[src/rtl/fifo_word_packer.sv]
// fifo_word_packer: pops bytes from a one-cycle-latency FIFO read port and packs
// BYTES consecutive bytes into one word on a valid/ready master port.
// A flush emits a zero-padded partial word so trailing bytes are never stranded.
// Build option: define PACKER_MSB_FIRST_EN to place the first popped byte in the
// most-significant lane (partial words left-justified). Default is LSB-first.
module fifo_word_packer #(
    parameter int D_width = 8,
    parameter int BYTES   = 4
) (
    input  logic                     clk,
    input  logic                     reset,
    input  logic                     fifo_empty,
    input  logic [D_width-1:0]       fifo_dout,
    output logic                     fifo_read,
    input  logic                     flush,
    output logic [D_width*BYTES-1:0] m_data,
    output logic [3:0]               m_bytes,
    output logic                     m_valid,
    input  logic                     m_ready
);

    localparam logic [3:0] NB = 4'(BYTES);

    typedef enum logic {FILL, OUT} state_t;

    state_t                   state_q, state_d;
    logic [3:0]               issued_q, issued_d;
    logic [3:0]               captured_q, captured_d;
    logic [3:0]               bytes_q, bytes_d;
    logic                     pend_q;
    logic                     flush_pend_q, flush_pend_d;
    logic [D_width*BYTES-1:0] data_q, data_d;
    logic [3:0]               lane;

    // Lane that the next captured byte lands in; counting down from the top
    // lane in MSB-first mode leaves partial words left-justified for free.
    always_comb begin
`ifdef PACKER_MSB_FIRST_EN
        lane = NB - 4'd1 - captured_q;
`else
        lane = captured_q;
`endif
    end

    // Next-state logic: launch reads, capture returning bytes, decide when to emit.
    always_comb begin
        state_d      = state_q;
        issued_d     = issued_q;
        captured_d   = captured_q;
        flush_pend_d = flush_pend_q;
        data_d       = data_q;
        bytes_d      = bytes_q;
        fifo_read    = 1'b0;
        case (state_q)
            FILL: begin
                // Reads stream back-to-back; a pending flush stops new reads so
                // only the byte already in flight still lands.
                fifo_read = !reset && !fifo_empty && (issued_q < NB) && !flush_pend_q;
                if (fifo_read)
                    issued_d = issued_q + 4'd1;
                // issued==0 implies captured==0, so this ignores empty flushes.
                if (flush && (issued_q != 4'd0))
                    flush_pend_d = 1'b1;
                if (pend_q) begin
                    data_d[int'(lane)*D_width +: D_width] = fifo_dout;
                    captured_d = captured_q + 4'd1;
                    if (captured_q == NB - 4'd1) begin
                        state_d = OUT;
                        bytes_d = NB;
                    end
                end else if (flush_pend_q && (captured_q != 4'd0)) begin
                    state_d = OUT;
                    bytes_d = captured_q;
                end
            end
            OUT: begin
                // Word is held until accepted; flush requests here are dropped.
                if (m_ready) begin
                    state_d      = FILL;
                    issued_d     = 4'd0;
                    captured_d   = 4'd0;
                    flush_pend_d = 1'b0;
                    data_d       = '0;
                    bytes_d      = 4'd0;
                end
            end
            default: state_d = FILL;
        endcase
    end

    // State registers; reset discards any partial word and in-flight byte.
    always_ff @(posedge clk) begin
        if (reset) begin
            state_q      <= FILL;
            issued_q     <= 4'd0;
            captured_q   <= 4'd0;
            bytes_q      <= 4'd0;
            pend_q       <= 1'b0;
            flush_pend_q <= 1'b0;
            data_q       <= '0;
        end else begin
            state_q      <= state_d;
            issued_q     <= issued_d;
            captured_q   <= captured_d;
            bytes_q      <= bytes_d;
            pend_q       <= fifo_read;
            flush_pend_q <= flush_pend_d;
            data_q       <= data_d;
        end
    end

    assign m_valid = (state_q == OUT);
    assign m_data  = data_q;
    assign m_bytes = bytes_q;

endmodule

[config.mk]
export PLATFORM = sky130hd
export DESIGN_NAME = fifo_word_packer
export DESIGN_NICKNAME = d
export VERILOG_FILES = /design/src/rtl/fifo_word_packer.sv
export SDC_FILE = /design/constraint.sdc
export NUM_CORES = 1
export LEC_CHECK = 0
export CAP_MARGIN = 30
export CORE_MARGIN = 4
export CORE_UTILIZATION = 48
export CTS_CLUSTER_DIAMETER = 40
export DETAILED_ROUTE_END_ITERATION = 8
export PLACE_DENSITY = 0.85
export SETUP_SLACK_MARGIN = 0.15
export SLEW_MARGIN = 20
export SYNTH_ARGS = -nofsm -noshare
export SYNTH_HDL_FRONTEND = slang
export SYNTH_SLANG_ARGS = --single-unit
export TNS_END_PERCENT = 50
[constraint.sdc]
create_clock -name clk -period 2.68 [get_ports clk]
set_input_delay 0.402 -clock clk [delete_from_list [all_inputs] [get_ports clk]]
set_output_delay 0.402 -clock clk [all_outputs]
set_load 0.02 [all_outputs]
# Word level (Yosys, flattened, before mapping)
# Index checks and enable logic that the tools add are counted.
[totals] out_inout_bits=38 reg_bits=47 memories=0 mem_bits_ro=0 latch_bits=0 input_bits=13 mem_bits_rw=0
[op_classes] n_mux=22 eq_ne=7 add_sub_neg=3 reduce_logical=14 shifts=2 n_bitwise=1 mul=0 n_div=0 magnitude_cmp=1
[op_table] operator="$mux W32" n=2
[op_table] operator="$pmux W32 S2" n=1
[op_table] operator="$neg A7 Y33" n=1
[op_table] operator="$shift A8 B33 Y32 const A" n=1
[op_table] operator="$shiftx A8 B33 Y32" n=1
[op_table] operator="$bwmux W32" n=1
[op_table] operator="$mux W4" n=6
[op_table] operator="$pmux W4 S2" n=3
[op_table] operator="$add A4 B1 Y4 const B" n=2
[op_table] operator="$ne A2 B2 Y1 const B" n=4
[op_table] operator="$reduce_bool A4 Y1" n=2
[op_table] operator="$mux W1" n=7
[op_table] operator="$ne A3 B3 Y1 const B" n=2
[op_table] operator="$reduce_and A2 Y1" n=3
[op_table] operator="$logic_and A1 B1 Y1" n=5
[op_table] operator="$eq A4 B2 Y1 const B" n=1
[op_table] operator="$lt A4 B3 Y1 const B" n=1
[op_table] operator="$pmux W1 S2" n=2
[op_table] operator="$logic_not A1 Y1" n=3
[op_table] operator="$reduce_and A3 Y1" n=1
[op_table] operator="$not A1 Y1" n=1

# Logic depth before layout (Yosys ltp)
[logic_depth] depth_word=6 mapped_depth=8 ltp_nobuf=6

# Worst setup path after synthesis
# No wires, ideal clock.
[synth_path] kind="reg2reg" start="register captured_q[0]" end="register data_q[16], in the netlist m_data[16]" setup_slack_ns=0.399 arrival_time_ns=2.164 required_time_ns=2.563 setup_ns=0.117 path_buffers=0 path_stages_with_launch=7 cell_sequence="dfxtp_1 > or3_1 > ha_1 > inv_1 > a2111oi_4 > a31oi_2 > a22o_1"
[synth_between] elab_chain_cells=5
[synth_lines] element="start: declaration" line="28" rtl="logic [3:0] captured_q, captured_d;"
[synth_lines] element="start signal: assignment" line="104" rtl="captured_q <= captured_d;"
[synth_lines] element="$neg A7 Y33 *" line="65" rtl="data_d[int'(lane)*D_width +: D_width] = fifo_dout;"
[synth_lines] element="$shiftx A8 B33 Y32 or $shift A8 B33 Y32 (tied branches)" line="65"
[synth_lines] element="$bwmux W32 *" line="65"
[synth_lines] element="$mux W32 *" line="64" rtl="if (pend_q) begin"
[synth_lines] element="$pmux W32 S2 *" line="54" rtl="case (state_q)"
[synth_lines] element="end signal: assignment" line="108" rtl="data_q <= data_d;"
[synth_lines] element="end: declaration" line="32" rtl="logic [D_width*BYTES-1:0] data_q, data_d;"
# Every way passes the cells marked *; elsewhere a longest branch is shown, timed or not. The select of a mux whose other input is x is not followed.
# A chain may end at the register's enable or synchronous reset.

# Final worst setup path
[layout_path] start="register captured_q[0]" end="register data_q[7], in the netlist m_data[7]"
# The elaborated chain is that of the path after synthesis.

==> impl_metrics.tcl <==
set metrics [dict create \
    nNetsFinal 269 \
    final_util_pct 66.6 \
    crit_cells 6 \
    ys_seq_area_share_pct 46.7 \
    whs_path_depth 2 \
    multi_input_area_um2 1000 \
    rows 23 \
    drt_pass1_iterations 4 \
    track_usage_pct 19.5 \
    ant_nets 0 \
    die_width_um 72.8 \
    final_common_cell "clkdlybuf4s50_1" \
    cts_tree "built" \
    syn2layout_area_growth_pct 33.1 \
    root_buffer "clkbuf_8" \
    gp_routability_congestion 0.881 \
    fillers 332 \
    worstMarginPinSlew_ns 0.692 \
    grtUsageMet2_pct 32.0 \
    postPlaceCellArea_um2 2560 \
    via_count 1784 \
    cp-end-kind "flip-flop" \
    dieHeight_um 72.8 \
    regArea_um2 941 \
    wire_per_inst_um 16.4 \
    final_cell_mix "clkdlybuf4s50_1, dfxtp_1, a22o_1" \
    synth_top_area_share_pct 46.7 \
    wl_mm 4.94 \
    critPathSlowestCell "dfxtp_1" \
    synth-edff-count 0 \
    crit_path_max_incr_delay_ns 0.40 \
    synthCells 200 \
    antenna_found_initial 0 \
    final-hold-violation-count 0 \
    numCtsBuffers 5 \
    use_met1_pct 25.3 \
    grt_overflow_total 0 \
    synth_top_cell_by_area "dfxtp_1" \
    post-route-min-period_ns 2.42 \
    fmax_mhz 414 \
    num_antenna_cells 0 \
    crit_required_ns 2.87 \
    drv_cap 0 \
    worstPathArrival_ns 2.60 \
    cts_sinks 47 \
    coreArea_um2 4030 \
    peakVddDrop_v 0.000218 \
    hp-class "reg2reg" \
    top_usage_layer "met2" \
    drive_gt1_share_pct 9.96 \
    place_hpwl_mm 3.50 \
    crit_chain "or3_1 > ha_1 > nor4_1 > nand3_2 > o41ai_1 > a21oi_1" \
    via_per_inst 5.93 \
    r2r_cells 6 \
    h-tree-depth 2 \
    crit_fanout 8 \
    ys_warn_count 0 \
    synthesis.area_um2 2020 \
    start_util_pct 50.1 \
    drc_errors 0 \
    design_area_um2 2680 \
    grt_pass1_wl_mm 8.08 \
    crit_path_start_kind "flip-flop" \
    worst-setup-path-type "reg2reg" \
    synth.distinct_cells 40 \
    syn_avg_cell_area_um2 10.1 \
    power.leakage_nw 0.950 \
    drtIter0Drc 96 \
    slew_headroom_pct 53.9 \
    power_density_nw_per_um2 522 \
    clock_path_buffers 2 \
    slew_viol_final 0 \
    grt_start_max_net_pins 25 \
    met3_usage_pct 3.17 \
    status "finished clean" \
    path_clk_slew_ns 0.08 \
    finClkSkew_ns 0.00602 \
    tns_ns 0 \
    async_flop_share_pct 0 \
    syn-num-nets 218 \
    cp_num_buf_inv 0 \
    clk_latency_ns 0.30 \
    synth_seq_cells 47 \
    die-area_um2 5300 \
    num_io_pins 51 \
    synth_area_leaders "dfxtp_1, a22o_1, a21oi_1" \
    portBuffers 50 \
    grt_pass1_vias 1675 \
    period_share_pct 90.1 \
    ys.flop_type "dfxtp_1" \
    whs_ns 0.472 \
    path_delay_family "simple AND/OR/NAND/NOR gates" \
    rsz0062_at_grt "true" \
    setup_viol 0 \
]
-- cell type report --
| class | count | area share, % |
|---|---|---|
| repair buffers | 56 | 20.3 |
| multi-input cells | 133 | 37.2 |
| flip-flops and latches | 47 | 35.1 |
| inverters | 8 | 1.12 |
| well taps | 50 | 2.33 |
| clock buffers | 5 | 2.56 |
| clock inverters | 2 | 1.40 |
-- synthesized netlist by cell type (all sizes together) (4+ instances only) --
cell    count
buf         6
nand2b      4
o41ai       8
clkbuf      6
nand4       4
ha          5
and2        8
dfxtp      47
inv         8
a22o       24
nor2       11
nand2       7
a21oi      21
o211ai      8
-- metal layers --
layer | up-vias | wire length [µm]
li1 | 860 | -
met1 | 863 | 2160
met2 | 54 | 2460
met3 | 7 | 244
met4 | 0 | 70
met5 | - | 0
-- tightest hold or removal path, delay by kind of cell, from the launching register on --
family	cells	cell delay, ns
AND/OR/NAND/NOR	1	0.04
flip-flops	1	0.33
buffers and inverters	1	0.06
-- cell families after synthesis --
| logic type | share of synthesized area [%] |
|---|---|
| adder cells (fa/ha/maj) | 3.10 |
| AND/OR/NAND/NOR | 17.0 |
| flip-flops | 46.7 |
| XOR/XNOR | 0.434 |
| multiplexers | 1.12 |
| buffers and inverters | 4.09 |
| AO/OA/AOI/OAI | 27.6 |
-- per-stage QoR --
step / setup slack [ns] / power (mW) / instances
detailed placement: 0.137 / 0.907 / 293
global route: -0.0154 / 1.46 / 301
finish: 0.265 / 1.40 / 301
global placement: 0.149 / 0.904 / 293
CTS: 0.237 / 1.41 / 300
floorplan: 0.399 / 0.843 / 200
-- sequential cells by signal (all words and copies together), names as in the netlist --
signal        flops
flush_pend_q      1
m_bytes           4
captured_q        4
m_data           32
m_valid           1
issued_q          4
pend_q            1
-- final timing paths --
| kind | startpoint | slack, ns | to |
|---|---|---|---|
| worst min-delay path | issued_q[3]$_SDFFE_PP0P_ | 0.47 | issued_q[3]$_SDFFE_PP0P_ |
| worst min register to register | issued_q[3]$_SDFFE_PP0P_ | 0.47 | issued_q[3]$_SDFFE_PP0P_ |
| worst max-delay path | captured_q[0]$_SDFFE_PP0P_ | 0.26 | m_data[7]$_SDFFE_PP0P_ |
| worst max register to register | captured_q[0]$_SDFFE_PP0P_ | 0.26 | m_data[7]$_SDFFE_PP0P_ |
-- power breakdown --
part           leakage (nW)  switching (mW)  internal, mW  total (mW)
registers             0.380          0.0137         0.710       0.724
clock network        0.0502           0.234         0.273       0.506
logic                 0.520           0.104        0.0669       0.171
-- what timing repair did --
action                     4_1_cts  5_1_grt
setup endpoints to repair        1       29
buffers inserted                 0        1
pin swaps                        0        0
gates resized for setup          1        2
hold buffers                     0        0
Power figures use the tool's default switching activity.
